<file path="src/rtl/key_scan_ctrl.sv">
// 4x4 keypad scanner: walks active-low row drives, debounces a detected press
// and its release, and reports each accepted key once as row*4 + col.
module key_scan_ctrl #(
    parameter int unsigned SCAN_DIV = 5000,
    parameter int unsigned DEB_CNT  = 1000000
) (
    input  logic       clk,
    input  logic       rst_n,
    input  logic [3:0] key_col,
    output logic [3:0] key_row,
    output logic [3:0] key_code,
    output logic       key_valid,
    output logic       key_busy
);

    localparam int unsigned DW_W = (SCAN_DIV > 1) ? $clog2(SCAN_DIV) : 1;
    localparam int unsigned DB_W = (DEB_CNT > 1) ? $clog2(DEB_CNT) : 1;
    localparam logic [DW_W-1:0] DW_LAST = DW_W'(SCAN_DIV - 1);
    localparam logic [DB_W-1:0] DB_LAST = DB_W'(DEB_CNT - 1);

    typedef enum logic [1:0] {
        ST_SCAN,
        ST_DEBOUNCE,
        ST_HOLD,
        ST_RELEASE
    } state_t;

    state_t            r_state;
    state_t            w_state_nxt;
    logic [3:0]        r_col_meta;
    logic [3:0]        r_col_s;
    logic [1:0]        r_row_idx;
    logic [1:0]        w_row_nxt;
    logic [DW_W-1:0]   r_dwell;
    logic [DW_W-1:0]   w_dwell_nxt;
    logic [DB_W-1:0]   r_deb;
    logic [DB_W-1:0]   w_deb_nxt;
    logic [3:0]        r_pat;
    logic [3:0]        w_pat_nxt;
    logic [1:0]        r_col_idx;
    logic [1:0]        w_col_idx_nxt;
    logic [3:0]        r_key_row;
    logic [3:0]        r_key_code;
    logic [3:0]        w_code_nxt;
    logic              r_key_valid;
    logic              w_valid_nxt;
    logic              r_key_busy;

    // Lowest-index low column wins when several columns are pulled low.
    function automatic logic [1:0] low_idx(input logic [3:0] c);
        if (!c[0])      return 2'd0;
        else if (!c[1]) return 2'd1;
        else if (!c[2]) return 2'd2;
        else            return 2'd3;
    endfunction

    // Two-flop synchronizer; idles at all-high like the pulled-up columns.
    always_ff @(posedge clk or negedge rst_n) begin
        if (!rst_n) begin
            r_col_meta <= 4'hF;
            r_col_s    <= 4'hF;
        end else begin
            r_col_meta <= key_col;
            r_col_s    <= r_col_meta;
        end
    end

    always_ff @(posedge clk or negedge rst_n) begin
        if (!rst_n) r_state <= ST_SCAN;
        else        r_state <= w_state_nxt;
    end

    always_comb begin
        w_state_nxt   = r_state;
        w_row_nxt     = r_row_idx;
        w_dwell_nxt   = r_dwell;
        w_deb_nxt     = r_deb;
        w_pat_nxt     = r_pat;
        w_col_idx_nxt = r_col_idx;
        w_code_nxt    = r_key_code;
        w_valid_nxt   = 1'b0;
        case (r_state)
            ST_SCAN: begin
                if (r_dwell != DW_LAST) begin
                    w_dwell_nxt = r_dwell + DW_W'(1);
                end else begin
                    w_dwell_nxt = '0;
                    if (r_col_s == 4'hF) begin
                        w_row_nxt = r_row_idx + 2'd1;
                    end else begin
                        w_pat_nxt     = r_col_s;
                        w_col_idx_nxt = low_idx(r_col_s);
                        w_deb_nxt     = '0;
                        w_state_nxt   = ST_DEBOUNCE;
                    end
                end
            end
            ST_DEBOUNCE: begin
                if (r_col_s != r_pat) begin
                    w_deb_nxt   = '0;
                    w_dwell_nxt = '0;
                    w_row_nxt   = r_row_idx + 2'd1;
                    w_state_nxt = ST_SCAN;
                end else if (r_deb == DB_LAST) begin
                    w_deb_nxt   = '0;
                    w_code_nxt  = {r_row_idx, r_col_idx};
                    w_valid_nxt = 1'b1;
                    w_state_nxt = ST_HOLD;
                end else begin
                    w_deb_nxt = r_deb + DB_W'(1);
                end
            end
            ST_HOLD: begin
                if (r_col_s == 4'hF) begin
                    w_deb_nxt   = '0;
                    w_state_nxt = ST_RELEASE;
                end
            end
            ST_RELEASE: begin
                if (r_col_s != 4'hF) begin
                    w_deb_nxt = '0;
                end else if (r_deb == DB_LAST) begin
                    w_deb_nxt   = '0;
                    w_dwell_nxt = '0;
                    w_row_nxt   = 2'd0;
                    w_state_nxt = ST_SCAN;
                end else begin
                    w_deb_nxt = r_deb + DB_W'(1);
                end
            end
            default: w_state_nxt = ST_SCAN;
        endcase
    end

    // Row drive and busy are registered from next-state so they track the FSM exactly.
    always_ff @(posedge clk or negedge rst_n) begin
        if (!rst_n) begin
            r_row_idx   <= 2'd0;
            r_dwell     <= '0;
            r_deb       <= '0;
            r_pat       <= 4'hF;
            r_col_idx   <= 2'd0;
            r_key_row   <= 4'b1110;
            r_key_code  <= 4'h0;
            r_key_valid <= 1'b0;
            r_key_busy  <= 1'b0;
        end else begin
            r_row_idx   <= w_row_nxt;
            r_dwell     <= w_dwell_nxt;
            r_deb       <= w_deb_nxt;
            r_pat       <= w_pat_nxt;
            r_col_idx   <= w_col_idx_nxt;
            r_key_row   <= ~(4'b0001 << w_row_nxt);
            r_key_code  <= w_code_nxt;
            r_key_valid <= w_valid_nxt;
            r_key_busy  <= (w_state_nxt != ST_SCAN);
        end
    end

    assign key_row   = r_key_row;
    assign key_code  = r_key_code;
    assign key_valid = r_key_valid;
    assign key_busy  = r_key_busy;

endmodule

</file>
<file path="config.mk">
export PLATFORM = sky130hd
export DESIGN_NAME = key_scan_ctrl
export DESIGN_NICKNAME = d
export VERILOG_FILES = /design/src/rtl/key_scan_ctrl.sv
export SDC_FILE = /design/constraint.sdc
export NUM_CORES = 1
export LEC_CHECK = 0
export CAP_MARGIN = 20
export CORE_UTILIZATION = 39
export CTS_CLUSTER_DIAMETER = 150
export DETAILED_ROUTE_END_ITERATION = 6
export SYNTH_ARGS = -nofsm -noshare
export SYNTH_HDL_FRONTEND = slang
export SYNTH_SLANG_ARGS = --single-unit
export TNS_END_PERCENT = 1
</file>
<file path="constraint.sdc">
create_clock -name clk -period 3 [get_ports clk]
set_clock_uncertainty 0.05 [all_clocks]
set_input_delay 0.6 -clock clk [delete_from_list [all_inputs] [get_ports clk]]
set_output_delay 0.6 -clock clk [all_outputs]
set_load 0.1 [all_outputs]
</file>
==> results.py <==
metrics = {
    "drt": {
        "ant_nets": 0,
        "drc": 0,
        "drt-vias-per-instance": 5.80,
        "via_count": 2518,
        "drt-initial-drc-count": 78,
        "wl_um": 6750,
        "avgRoutedWirePerCell_um": 15.6,
        "firstDrtPassIters": 5,
    },
    "global_routing": {
        "grt_overflow": 0,
        "first_global_vias": 2392,
        "grt_pass1_wl_um": 11700,
        "grt_usage_pct": 17.8,
        "grt_start_max_net_pins": 62,
        "antenna_found_initial": 0,
    },
    "yosys": {
        "synth_edf_count": 0,
        "synthArstFlopShare_pct": 100,
        "synth.most_common_cell": "dfrtp_1",
        "synth.avg_cell_area_um2": 10.2,
        "synth_cell_types": 56,
        "synthTopCellsByCount": "dfrtp_1 (46), nand2_1 (23), nor2_1 (20), nand3_1 (18), o21ai_0 (18)",
        "synthFlopType": "dfrtp_1",
        "yosysWarnings": 0,
        "synth_nets": 318,
        "synth-seq-area-share_pct": 49.1,
        "synth-seq-cells": 61,
        "syn_inst": 310,
        "syn-cell-area_mm2": 0.00315,
        "synth_top_area_share_pct": 36.6,
        "synth_top_area_cell": "dfrtp_1",
        "synthTopCellsByArea": "dfrtp_1 (37%), dfstp_2 (13%), o31ai_1 (3.8%), a31oi_1 (3.4%), nand3_1 (2.9%)",
    },
    "placed_design": {
        "place_inst": 418,
        "gp_routability_congestion": 0.851,
        "dp_hpwl_um": 4560,
        "io_buffers": 15,
    },
    "outcome": {
        "status": "finished, final reports clean",
    },
    "clocking": {
        "cts_tree": "built",
        "cts-buffers-inserted": 9,
        "htree_levels": 3,
        "clock_latency_ns": 0.34,
        "cts_buffer_depth": 2,
        "post_cts_resized": 0,
        "cts_hold_buf": 0,
        "path_clk_slew_ns": 0.06,
        "cts_num_sinks": 61,
        "post_cts_buffers": 0,
        "root_buffer": "clkbuf_8",
    },
    "cells_and_area": {
        "syn_to_final_growth_pct": 13.9,
        "nNetsFinal": 335,
        "stdcell_count": 434,
        "antenna_cells": 0,
        "fillCellCount": 740,
        "layout-drive-gt1-share_pct": 19.3,
    },
    "critical_path": {
        "critPathKind": "register to register",
        "arrival_ns": 2.67,
        "worstSetupEndpointType": "register",
        "cp_max_fo": 6,
        "cp-start-kind": "register",
        "required_ns": 3.17,
    },
    "pwr": {
        "clock_power_share_pct": 47.0,
        "p_leak_nw": 1.44,
        "power_frac_seq_pct": 51.3,
        "powerDensity_mw_per_mm2": 456,
        "ir_drop_v": 0.000257,
        "p_sw_w": 0.000342,
        "p_sw_share_pct": 20.9,
        "p_int_w": 0.00129,
        "p_comb_share_pct": 1.7,
    },
    "sta": {
        "hold_viol_final": 0,
        "drv_slew": 0,
        "slew_headroom_pct": 50.3,
        "setup_viol": 0,
        "min_period_ns": 2.50,
        "clock.fmax_ghz": 0.399,
        "worstMarginPinSlew_ns": 0.745,
        "period_share_pct": 83.5,
        "rsz0062_at_grt": "false",
        "tns_ns": 0,
        "whs_ns": 0.305,
    },
    "worst_hold_path": {
        "hold_class": "register to register",
    },
    "floorplanning": {
        "io_pins": 16,
        "rows": 32,
        "fp.dieArea_mm2": 0.00844,
        "fp.dieW_um": 91.9,
        "core-area_mm2": 0.00777,
        "initial_core_util_pct": 40.5,
        "die_h_um": 91.9,
    },
    "job": {
        "drv_cap": 0,
    },
}
worst paths after layout:
check | endpoint | cells past startpoint | start | slack, ns
max | key_code[1] | 5 | r_col_s[1] | 0.50
min | r_col_s[1] | 0 | r_col_meta[1] | 0.30
max reg2reg | key_code[1] | 5 | r_col_s[1] | 0.50
min reg2reg | r_col_s[1] | 0 | r_col_meta[1] | 0.30
max in group asynchronous | r_deb[10] | 2 | rst_n | 2.05
min in group asynchronous | key_row[0] | 2 | rst_n | 0.36
per-stage QoR:
| stage | instance area [um2] | utilization (%) | total power [W] | setup WS (ns) |
|---|---|---|---|---|
| after detailed placement | 3370 | 43.4 | 0.000883 | 0.497 |
| final | 3590 | 46.2 | 0.00163 | 0.495 |
| after global placement | 3370 | 43.4 | 0.000882 | 0.556 |
| after global routing | 3590 | 46.2 | 0.00170 | 0.340 |
| after CTS | 3590 | 46.2 | 0.00166 | 0.480 |
| after floorplan | 3150 | - | 0.000857 | 0.697 |
worst max-delay path, stage by stage, from the launching register on:
cell and delay (ns):
dfstp_2 0.57, xor2_1 0.11, or4_4 0.57, or2_0 0.35, nor2_1 0.36, mux2_2 0.38
cells by family after synthesis:
group                      after synthesis  share of synthesized area, %
and+or+nand+nor                        119                          21.3
AOI/OAI and AO/OA                       89                          20.5
DFF                                     61                          49.1
buffers and inverters                   21                          2.74
xor gates and xnor gates                11                          3.06
muxes                                    7                          2.50
adders and majority gates                2                         0.794
cell usage in the layout (no fill, tap or decap), types with 7 or more instances in the layout:
| cell | instances |
|---|---|
| inv_1 | 7 |
| dfrtp_1 | 46 |
| a31oi_1 | 17 |
| buf_4 | 15 |
| nand3_1 | 18 |
| o31ai_1 | 16 |
| nand2_1 | 23 |
| nor2_1 | 20 |
| mux2_2 | 7 |
| o21ai_0 | 17 |
| a21oi_1 | 9 |
| clkbuf_8 | 12 |
| nor3_1 | 7 |
| nand4_1 | 11 |
| dfstp_2 | 15 |
power groups by stage:
stage | logic (W) | registers [W] | clock network [W]
6_report | 0.0000284 | 0.000838 | 0.000768
5_1_grt | 0.0000332 | 0.000838 | 0.000827
4_1_cts | 0.0000303 | 0.000838 | 0.000789
3_5_place_dp | 0.0000303 | 0.000852 | 0
3_3_place_gp | 0.0000299 | 0.000852 | 0
2_1_floorplan | 0.00000561 | 0.000852 | 0
per-layer routing:
layer	share of wire (%)	up-vias	GRT usage (%)
li1	-	1223	-
met1	49	1239	23.6
met2	46	49	27.4
met3	3.5	7	5.56
met4	1.2	0	6.25
met5	0	-	0
final cells by class:
type | count | area [um2] | share of cell area [%]
inverter | 7 | 26.3 | 0.733
timing repair buffer | 20 | 158 | 4.40
sequential | 61 | 1550 | 43.1
tap | 102 | 128 | 3.56
clock buffer | 13 | 169 | 4.71
multi-input combinational | 228 | 1520 | 42.3
clock inverter | 3 | 42.5 | 1.19
sequential cells by signal, indices dropped and copies added (netlist names):
signal	flops
r_deb	20
r_col_idx	2
key_busy	1
r_state	2
key_row	4
key_code	4
r_pat	4
r_col_meta	4
r_col_s	4
r_dwell	13
key_valid	1
r_row_idx	2
Note: power is estimated with default switching activity, not from simulation.
